<file path="config.mk">
export PLATFORM = sky130hd
export DESIGN_NAME = six_step_commutator
export DESIGN_NICKNAME = d
export VERILOG_FILES = /design/src/rtl/six_step_commutator.sv
export SDC_FILE = /design/constraint.sdc
export NUM_CORES = 1
export LEC_CHECK = 0
export ABC_AREA = 1
export CAP_MARGIN = 10
export CORE_UTILIZATION = 50
export CTS_BUF_LIST = sky130_fd_sc_hd__clkbuf_16
export DETAILED_ROUTE_END_ITERATION = 7
export PLACE_DENSITY_LB_ADDON = 0.05
export SLEW_MARGIN = 20
export SYNTH_ARGS = -nofsm -noshare
export SYNTH_HDL_FRONTEND = slang
export SYNTH_SLANG_ARGS = --single-unit
</file>
<file path="constraint.sdc">
create_clock -name clk_ctrl -period 5.34 [get_ports clk_ctrl]
set_input_delay 1.602 -clock clk_ctrl [delete_from_list [all_inputs] [get_ports clk_ctrl]]
set_output_delay 1.602 -clock clk_ctrl [all_outputs]
set_load 0.03 [all_outputs]
</file>
<file path="src/rtl/six_step_commutator.sv">
// Hall-sensed six-step commutator: filtered hall decode, PWM on the high leg,
// complementary/low-leg requests and per-leg dead-time FSMs driving registered gates.
module six_step_commutator #(
    parameter int DEADTIME_CYC = 8,
    parameter int HALL_FILT    = 4
) (
    input  logic        clk_ctrl,
    input  logic        rst_n,
    input  logic [11:0] pwm_ctr,
    input  logic        pwm_ctr_en,
    input  logic        run_en,
    input  logic [11:0] duty,
    input  logic        dir,
    input  logic        hall_1,
    input  logic        hall_2,
    input  logic        hall_3,
    output logic        inha,
    output logic        inla,
    output logic        inhb,
    output logic        inlb,
    output logic        inhc,
    output logic        inlc,
    output logic        drv_en,
    output logic [2:0]  sector,
    output logic        hall_fault
);

    typedef enum logic [1:0] {LEG_OFF = 2'd0, LEG_DT = 2'd1, LEG_HI = 2'd2, LEG_LO = 2'd3} leg_state_t;

    localparam logic [7:0] DT_LAST = 8'(DEADTIME_CYC - 1);
    localparam logic [4:0] FILT_N  = 5'(HALL_FILT);

    logic [2:0]  sync1_r, sync2_r, cand_r, sector_r;
    logic [3:0]  filt_cnt_r;
    logic [4:0]  filt_cnt_s;
    logic        hall_fault_r;
    logic [11:0] duty_q_r, duty_eff_s;
    logic        pwm_on_r;
    logic [1:0]  hi_leg_s, lo_leg_s;
    logic        kill_s;
    logic [1:0]  req_s [3];
    leg_state_t  state_r [3];
    leg_state_t  state_s [3];
    logic [7:0]  cnt_r [3];
    logic [7:0]  cnt_s [3];
    logic [1:0]  tgt_r [3];
    logic [1:0]  tgt_s [3];
    logic [2:0]  gate_hi_r, gate_lo_r, gate_hi_s, gate_lo_s;
    logic        drv_en_r;

    // Run length of identical synchronised samples that differ from the accepted code
    always_comb begin
        filt_cnt_s = 5'd0;
        if (sync2_r != sector_r) begin
            if (sync2_r == cand_r) begin
                filt_cnt_s = {1'b0, filt_cnt_r} + 5'd1;
            end else begin
                filt_cnt_s = 5'd1;
            end
        end else begin
            filt_cnt_s = 5'd0;
        end
    end

    // Hall synchroniser, glitch filter and accepted sector
    always_ff @(posedge clk_ctrl or negedge rst_n) begin
        if (!rst_n) begin
            sync1_r      <= 3'b000;
            sync2_r      <= 3'b000;
            cand_r       <= 3'b000;
            filt_cnt_r   <= 4'd0;
            sector_r     <= 3'b000;
            hall_fault_r <= 1'b1;
        end else begin
            sync1_r <= {hall_3, hall_2, hall_1};
            sync2_r <= sync1_r;
            cand_r  <= sync2_r;
            if (filt_cnt_s >= FILT_N) begin
                sector_r     <= sync2_r;
                hall_fault_r <= (sync2_r == 3'b000) || (sync2_r == 3'b111);
                filt_cnt_r   <= 4'd0;
            end else begin
                filt_cnt_r   <= filt_cnt_s[3:0];
            end
        end
    end

    // At the wrap the freshly loaded duty already governs count 0 of the new period
    always_comb begin
        if (pwm_ctr == 12'd0) begin
            duty_eff_s = duty;
        end else begin
            duty_eff_s = duty_q_r;
        end
    end

    // Period-latched duty and PWM compare, frozen while the counter is not qualified
    always_ff @(posedge clk_ctrl or negedge rst_n) begin
        if (!rst_n) begin
            duty_q_r <= 12'd0;
            pwm_on_r <= 1'b0;
        end else if (pwm_ctr_en) begin
            pwm_on_r <= (pwm_ctr < duty_eff_s);
            if (pwm_ctr == 12'd0) begin
                duty_q_r <= duty;
            end
        end
    end

    // Forward commutation table; legs 0/1/2 = A/B/C, 3 = none
    always_comb begin
        hi_leg_s = 2'd3;
        lo_leg_s = 2'd3;
        case (sector_r)
            3'b101:  begin hi_leg_s = 2'd0; lo_leg_s = 2'd1; end
            3'b100:  begin hi_leg_s = 2'd0; lo_leg_s = 2'd2; end
            3'b110:  begin hi_leg_s = 2'd1; lo_leg_s = 2'd2; end
            3'b010:  begin hi_leg_s = 2'd1; lo_leg_s = 2'd0; end
            3'b011:  begin hi_leg_s = 2'd2; lo_leg_s = 2'd0; end
            3'b001:  begin hi_leg_s = 2'd2; lo_leg_s = 2'd1; end
            default: begin hi_leg_s = 2'd3; lo_leg_s = 2'd3; end
        endcase
    end

    // Per-leg switch request {high, low}; reverse rotation swaps the table legs
    always_comb begin
        kill_s = hall_fault_r | ~run_en;
        for (int i = 0; i < 3; i++) begin
            if (kill_s) begin
                req_s[i] = 2'b00;
            end else if (2'(i) == (dir ? hi_leg_s : lo_leg_s)) begin
                req_s[i] = {pwm_on_r, ~pwm_on_r};
            end else if (2'(i) == (dir ? lo_leg_s : hi_leg_s)) begin
                req_s[i] = 2'b01;
            end else begin
                req_s[i] = 2'b00;
            end
        end
    end

    // Dead-time FSM next state: turn-off immediate, every turn-on via a full DT interval
    always_comb begin
        for (int i = 0; i < 3; i++) begin
            state_s[i] = state_r[i];
            cnt_s[i]   = cnt_r[i];
            tgt_s[i]   = tgt_r[i];
            if ((req_s[i] == 2'b00) || (req_s[i] == 2'b11)) begin
                state_s[i] = LEG_OFF;
                cnt_s[i]   = 8'd0;
                tgt_s[i]   = 2'b00;
            end else begin
                case (state_r[i])
                    LEG_HI, LEG_LO: begin
                        if (((state_r[i] == LEG_HI) && (req_s[i] == 2'b10)) ||
                            ((state_r[i] == LEG_LO) && (req_s[i] == 2'b01))) begin
                            state_s[i] = state_r[i];
                        end else begin
                            state_s[i] = LEG_DT;
                            cnt_s[i]   = 8'd0;
                            tgt_s[i]   = req_s[i];
                        end
                    end
                    LEG_DT: begin
                        if (req_s[i] != tgt_r[i]) begin
                            cnt_s[i] = 8'd0;
                            tgt_s[i] = req_s[i];
                        end else if (cnt_r[i] == DT_LAST) begin
                            state_s[i] = (tgt_r[i] == 2'b10) ? LEG_HI : LEG_LO;
                        end else begin
                            cnt_s[i] = cnt_r[i] + 8'd1;
                        end
                    end
                    default: begin
                        state_s[i] = LEG_DT;
                        cnt_s[i]   = 8'd0;
                        tgt_s[i]   = req_s[i];
                    end
                endcase
            end
        end
    end

    // Gate values decoded from the next state so the gate flops switch with the state
    always_comb begin
        for (int i = 0; i < 3; i++) begin
            gate_hi_s[i] = (state_s[i] == LEG_HI);
            gate_lo_s[i] = (state_s[i] == LEG_LO);
        end
    end

    // Leg state, dead-time counters, gate and enable registers
    always_ff @(posedge clk_ctrl or negedge rst_n) begin
        if (!rst_n) begin
            for (int i = 0; i < 3; i++) begin
                state_r[i] <= LEG_OFF;
                cnt_r[i]   <= 8'd0;
                tgt_r[i]   <= 2'b00;
            end
            gate_hi_r <= 3'b000;
            gate_lo_r <= 3'b000;
            drv_en_r  <= 1'b0;
        end else begin
            for (int i = 0; i < 3; i++) begin
                state_r[i] <= state_s[i];
                cnt_r[i]   <= cnt_s[i];
                tgt_r[i]   <= tgt_s[i];
            end
            gate_hi_r <= gate_hi_s;
            gate_lo_r <= gate_lo_s;
            drv_en_r  <= run_en;
        end
    end

    assign inha       = gate_hi_r[0];
    assign inla       = gate_lo_r[0];
    assign inhb       = gate_hi_r[1];
    assign inlb       = gate_lo_r[1];
    assign inhc       = gate_hi_r[2];
    assign inlc       = gate_lo_r[2];
    assign drv_en     = drv_en_r;
    assign sector     = sector_r;
    assign hall_fault = hall_fault_r;

endmodule

</file>
Word-level counts from Yosys, hierarchy flattened. Index checks and enable logic that the tools add are counted.

Flip-flop bits (word level): 73. Word-level logic and storage cells: 181. Bits of input ports: 32. Output and inout port bits: 11.

Reductions and logical operators: 35. Multiplexer cells: 62. Equality and inequality tests: 55. Add/sub/neg operators: 4. $lt $le $gt $ge: 2. Bitwise logic cells: 3.

Operators by type and width (number): two-way mux 8 bit (12); two-way mux 2 bit (29); case mux 8 bit (2 select lines) (3); equality test 2 bit (second input constant) (21); adder 8 x 1 -> 8 bit (second input constant) (3); equality test 8 x 3 -> 1 bit (second input constant) (3); case mux 2 bit (2 select lines) (6); inequality test 3 bit (second input constant) (6); OR reduction 2 bit (9); equality test 2 x 1 -> 1 bit (second input constant) (6); equality test 3 bit (second input constant) (4); zero test 12 bit (1); < comparator 12 bit (1); two-way mux 12 bit (1); inequality test 4 bit (second input constant) (3); case mux 2 bit (3 select lines) (2); AND reduction 2 bit (6); zero test 2 bit (5); two-way mux 5 bit (2); logical OR 1 bit (7); equality test 3 x 2 -> 1 bit (second input constant) (2); logical AND 1 bit (6); two-way mux 1 bit (6); inequality test 2 bit (3); 11 further kinds (14).

Longest topological paths before layout.
Depth in word-level cells: 15. Gate-level depth with buffers: 16. Mapped depth without buffers: 16.

Worst setup path before layout. Ideal clock, no wire load.

Path kind: input port to flip-flop. Start: input pwm_ctr[2]. End: register pwm_on_r. Arrival: 3.272 ns. Setup time: 0.066 ns. Setup slack: 2.002 ns. Cell stages on the path: 13. Path buffers: 1. Cell sequence: nor2_1 -> nor3b_1 -> nand2_1 -> buf_2 -> mux2i_1 -> ha_1 -> a21oi_1 -> o21ai_0 -> nand3_1 -> a21oi_1 -> nor4_1 -> nand2_1 -> nand2_1.

Cells in the longest elaborated chain, start to end: 3.

RTL lines: from (decl) (line 9) `input logic [11:0] pwm_ctr,`; zero test 12 bit (line 90) `if (pwm_ctr == 12'd0) begin`; two-way mux 12 bit; < comparator 12 bit * (line 103) `pwm_on_r <= (pwm_ctr < duty_eff_s);`; to (signal assigned) (line 103); to (decl) (line 38) `logic pwm_on_r;`.

Every way passes the cells marked *; elsewhere a longest branch is shown, timed or not. A chain may end at the register's enable or synchronous reset.

Worst setup path after layout. Same ends and word-level chain as after synthesis.

==> reports/metrics.csv <==
stage,metric,value,unit
timing,post-route minimum period,3870,ps
yosys,cell taking the most area after synthesis,dfrtp_1,
layout,design area,0.00516,mm2
placed_design,post-detail-place hpwl,6200,um
timing,period utilization,72.6,%
yosys,Seq cells post-synth,73,
placed_design,Final Wtd Congestion,0.836,
die,die area,0.00905,mm2
routing,DR DRC count,0,
layout,most frequent cells in the layout,"139 x nand2_1, 72 x dfrtp_1, 70 x inv_1, 46 x nor2_1, 41 x clkdlybuf4s50_1",
timing,Worst slew margin,38.2,%
timing,Max Slew Vio Count,0,
hold_path,endpoint of the worst hold path,sync2_r[1],
routing,First-pass DRT Iterations,4,
die,row count,33,
run_status,outcome,completed,
routing,Post-DRT Antenna Nets,0,
setup_path,crit-path max FO,12,
setup_path,Worst R2R Path Depth,13,
layout,"commonest non-fill, non-tap cell in the layout",nand2_1,
layout,fin util,62.2,%
placed_design,number of port buffers,42,
layout,Layout area overhead,18.9,%
power,Power Density,348,mW/mm2
timing,Final Setup Violations,0,
hold_path,min-delay worst type,flop to flop,
hold_path,hold_sp,sync1_r[1],
timing,actual slew at the worst max-slew pin,926,ps
power,P_leak,2.71,nW
clock_tree,postcts setup bufs,0,
clock_tree,Clock Path Buffers,2,
setup_path,critical path class,input pin to flop,
setup_path,reg2reg start,sector[2],
yosys,Post-Syn Area,0.00434,mm2
placed_design,Post-DP Area,0.00488,mm2
power,VDD IR max,0.000196,V
yosys,post-synth top area share,41.5,%
yosys,Synth warnings,0,
routing,Final Routed Wirelength,8460,um
yosys,number of synthesized flops with an enable pin,0,
routing,drt initial violations,118,
yosys,Yosys cell types,41,
timing,Sum Neg Setup Slack,0,ps
routing,routed vias,3523,
grt,vias in the first global route,3419,
yosys,Post-synth ARST share,100,%
clock_tree,Post-CTS Hold Buffers,0,
grt,Tot GR Track Use,21.6,%
setup_path,CP Data Required Time,5610,ps
yosys,post-synthesis area per instance,8.05,um2
die,die width,95.2,um
setup_path,critical path launch point type,input pin,
routing,WL/cell,12.1,um
die,CORE AREA,0.00830,mm2
power,PnR Total Power,1.80,mW
timing,Max Clock Freq,0.258,GHz
layout,Final #Nets,645,
grt,initial antenna violation count,0,
clock_tree,CTS root buf,clkbuf_16,
clock_tree,clk sinks,73,
grt,largest net degree at the start of global routing,74,
timing,clk_skew,6.32,ps
clock_tree,# resized after CTS,0,
clock_tree,CTS tree,done,
setup_path,"reg-to-reg slack, setup",2930,ps
die,die height,95.2,um
yosys,ys flop type,dfrtp_1,
timing,endpoints failing hold,0,
clock_tree,total CTS buffers,9,
yosys,Synth Instances,539,
layout,fraction of layout cells with a size suffix above 1,8.60,%
layout,ANT cells,0,
setup_path,WP data arrival,4140,ps
job,Max Cap Viol,0,
yosys,"top cells by area, synth","dfrtp_1 42%, nand2_1 12%, ha_1 6.9%",
timing,RSZ-0062 raised after global routing,false,
die,initial core utilization,52.3,%
grt,first-pass GRT wire length,15300,um
die,Ports,43,
yosys,sequential fraction of the synthesis area,42.1,%
clock_tree,total number of H-tree levels,3,
setup_path,CP endpoint kind,flop,
setup_path,RR Endpoint,tgt_r[1],
clock_tree,clock latency at the later pin of the worst-skew pair,330,ps
grt,total grt overflow,0,
hold_path,WHS Path Cells,0,
clock_tree,clock transition at the register clock pins on the worst setup and hold paths after CTS,60,ps
routing,Via density,5.05,
[layout make-up]
type	instances	area [um2]
fill	730	3140
timing repair buffer	42	418
multi-input combinational	391	2230
tap	105	131
sequential	73	1830
clock buffer	9	225
clock inverter	6	60.1
inverter	72	270
[cell families (layout without fill, tap and decap cells)]
group | count (synthesis) | in the layout | share of synthesized area (%)
xor+xnor | 20 | 20 | 4.04
mux | 11 | 11 | 2.54
fa+ha+maj | 24 | 24 | 6.92
flops | 73 | 73 | 42.1
simple gates | 292 | 292 | 32.3
compound gates | 42 | 42 | 5.42
buf+inv | 76 | 129 | 6.60
other cells | 1 | 2 | 0.0864
[through the flow]
step | instances | worst slack (ps) | hold WS, ps
after floorplan | 540 | 2000 | 331
final | 698 | 1470 | 345
after detailed placement | 683 | 1140 | 336
after global placement | 683 | 1220 | 334
after global routing | 698 | 1120 | 358
after CTS | 698 | 1480 | 348
[Yosys cell counts (2+ instances only)]
cell,count
a21oi_1,12
clkbuf_1,2
dfrtp_1,72
ha_1,24
inv_1,70
inv_2,2
mux2i_1,11
nand2_1,139
nand2_2,12
nand2_4,4
nand3_1,40
nand3_2,6
nand3b_1,3
nand4_1,23
nor2_1,46
nor2_2,2
nor3_1,2
nor3b_1,2
nor4_1,4
o21ai_0,20
o21ai_1,3
o21bai_2,2
or2_2,2
xnor2_1,11
xor2_1,9
[state kept, by name, summed over array words and instances (netlist names), 4 cells and up]
| name | flops |
|---|---|
| state_r | 6 |
| duty_q_r | 12 |
| cnt_r | 24 |
| tgt_r | 6 |
| filt_cnt_r | 4 |
[where the power goes]
group          internal, mW  switching, mW
clock                 0.355          0.226
sequential            0.606         0.0552
combinational         0.185          0.369
total                  1.15          0.650
[worst max-delay path: stages]
cell	delay [ps]
clkdlybuf4s50_1	430
nor2_1	100
nor3b_1	250
nand2_1	450
mux2i_1	340
ha_1	280
a21oi_1	150
o21ai_0	90
nand3_1	70
a21oi_1	60
nor4_1	160
nand2_1	90
nand2_1	60
[worst max path at each step]
stage / from / endpoint / cells after the start
floorplan: pwm_ctr[2] / pwm_on_r / 13
finish: pwm_ctr[2] / pwm_on_r / 13
global placement: pwm_ctr[2] / pwm_on_r / 13
detailed placement: pwm_ctr[2] / pwm_on_r / 13
CTS: pwm_ctr[2] / pwm_on_r / 13
global route: pwm_ctr[2] / pwm_on_r / 13
[layer usage]
layer	vias to the layer above	share of wire, %	wire (um)	GRT usage (%)
met1	1617	48	4100	27.3
met3	9	3.0	251	4.70
met5	-	0	0	0
met2	49	47	4000	36.6
met4	0	1.3	112	7.20
li1	1848	-	-	-
Power figures use the tool's default switching activity.
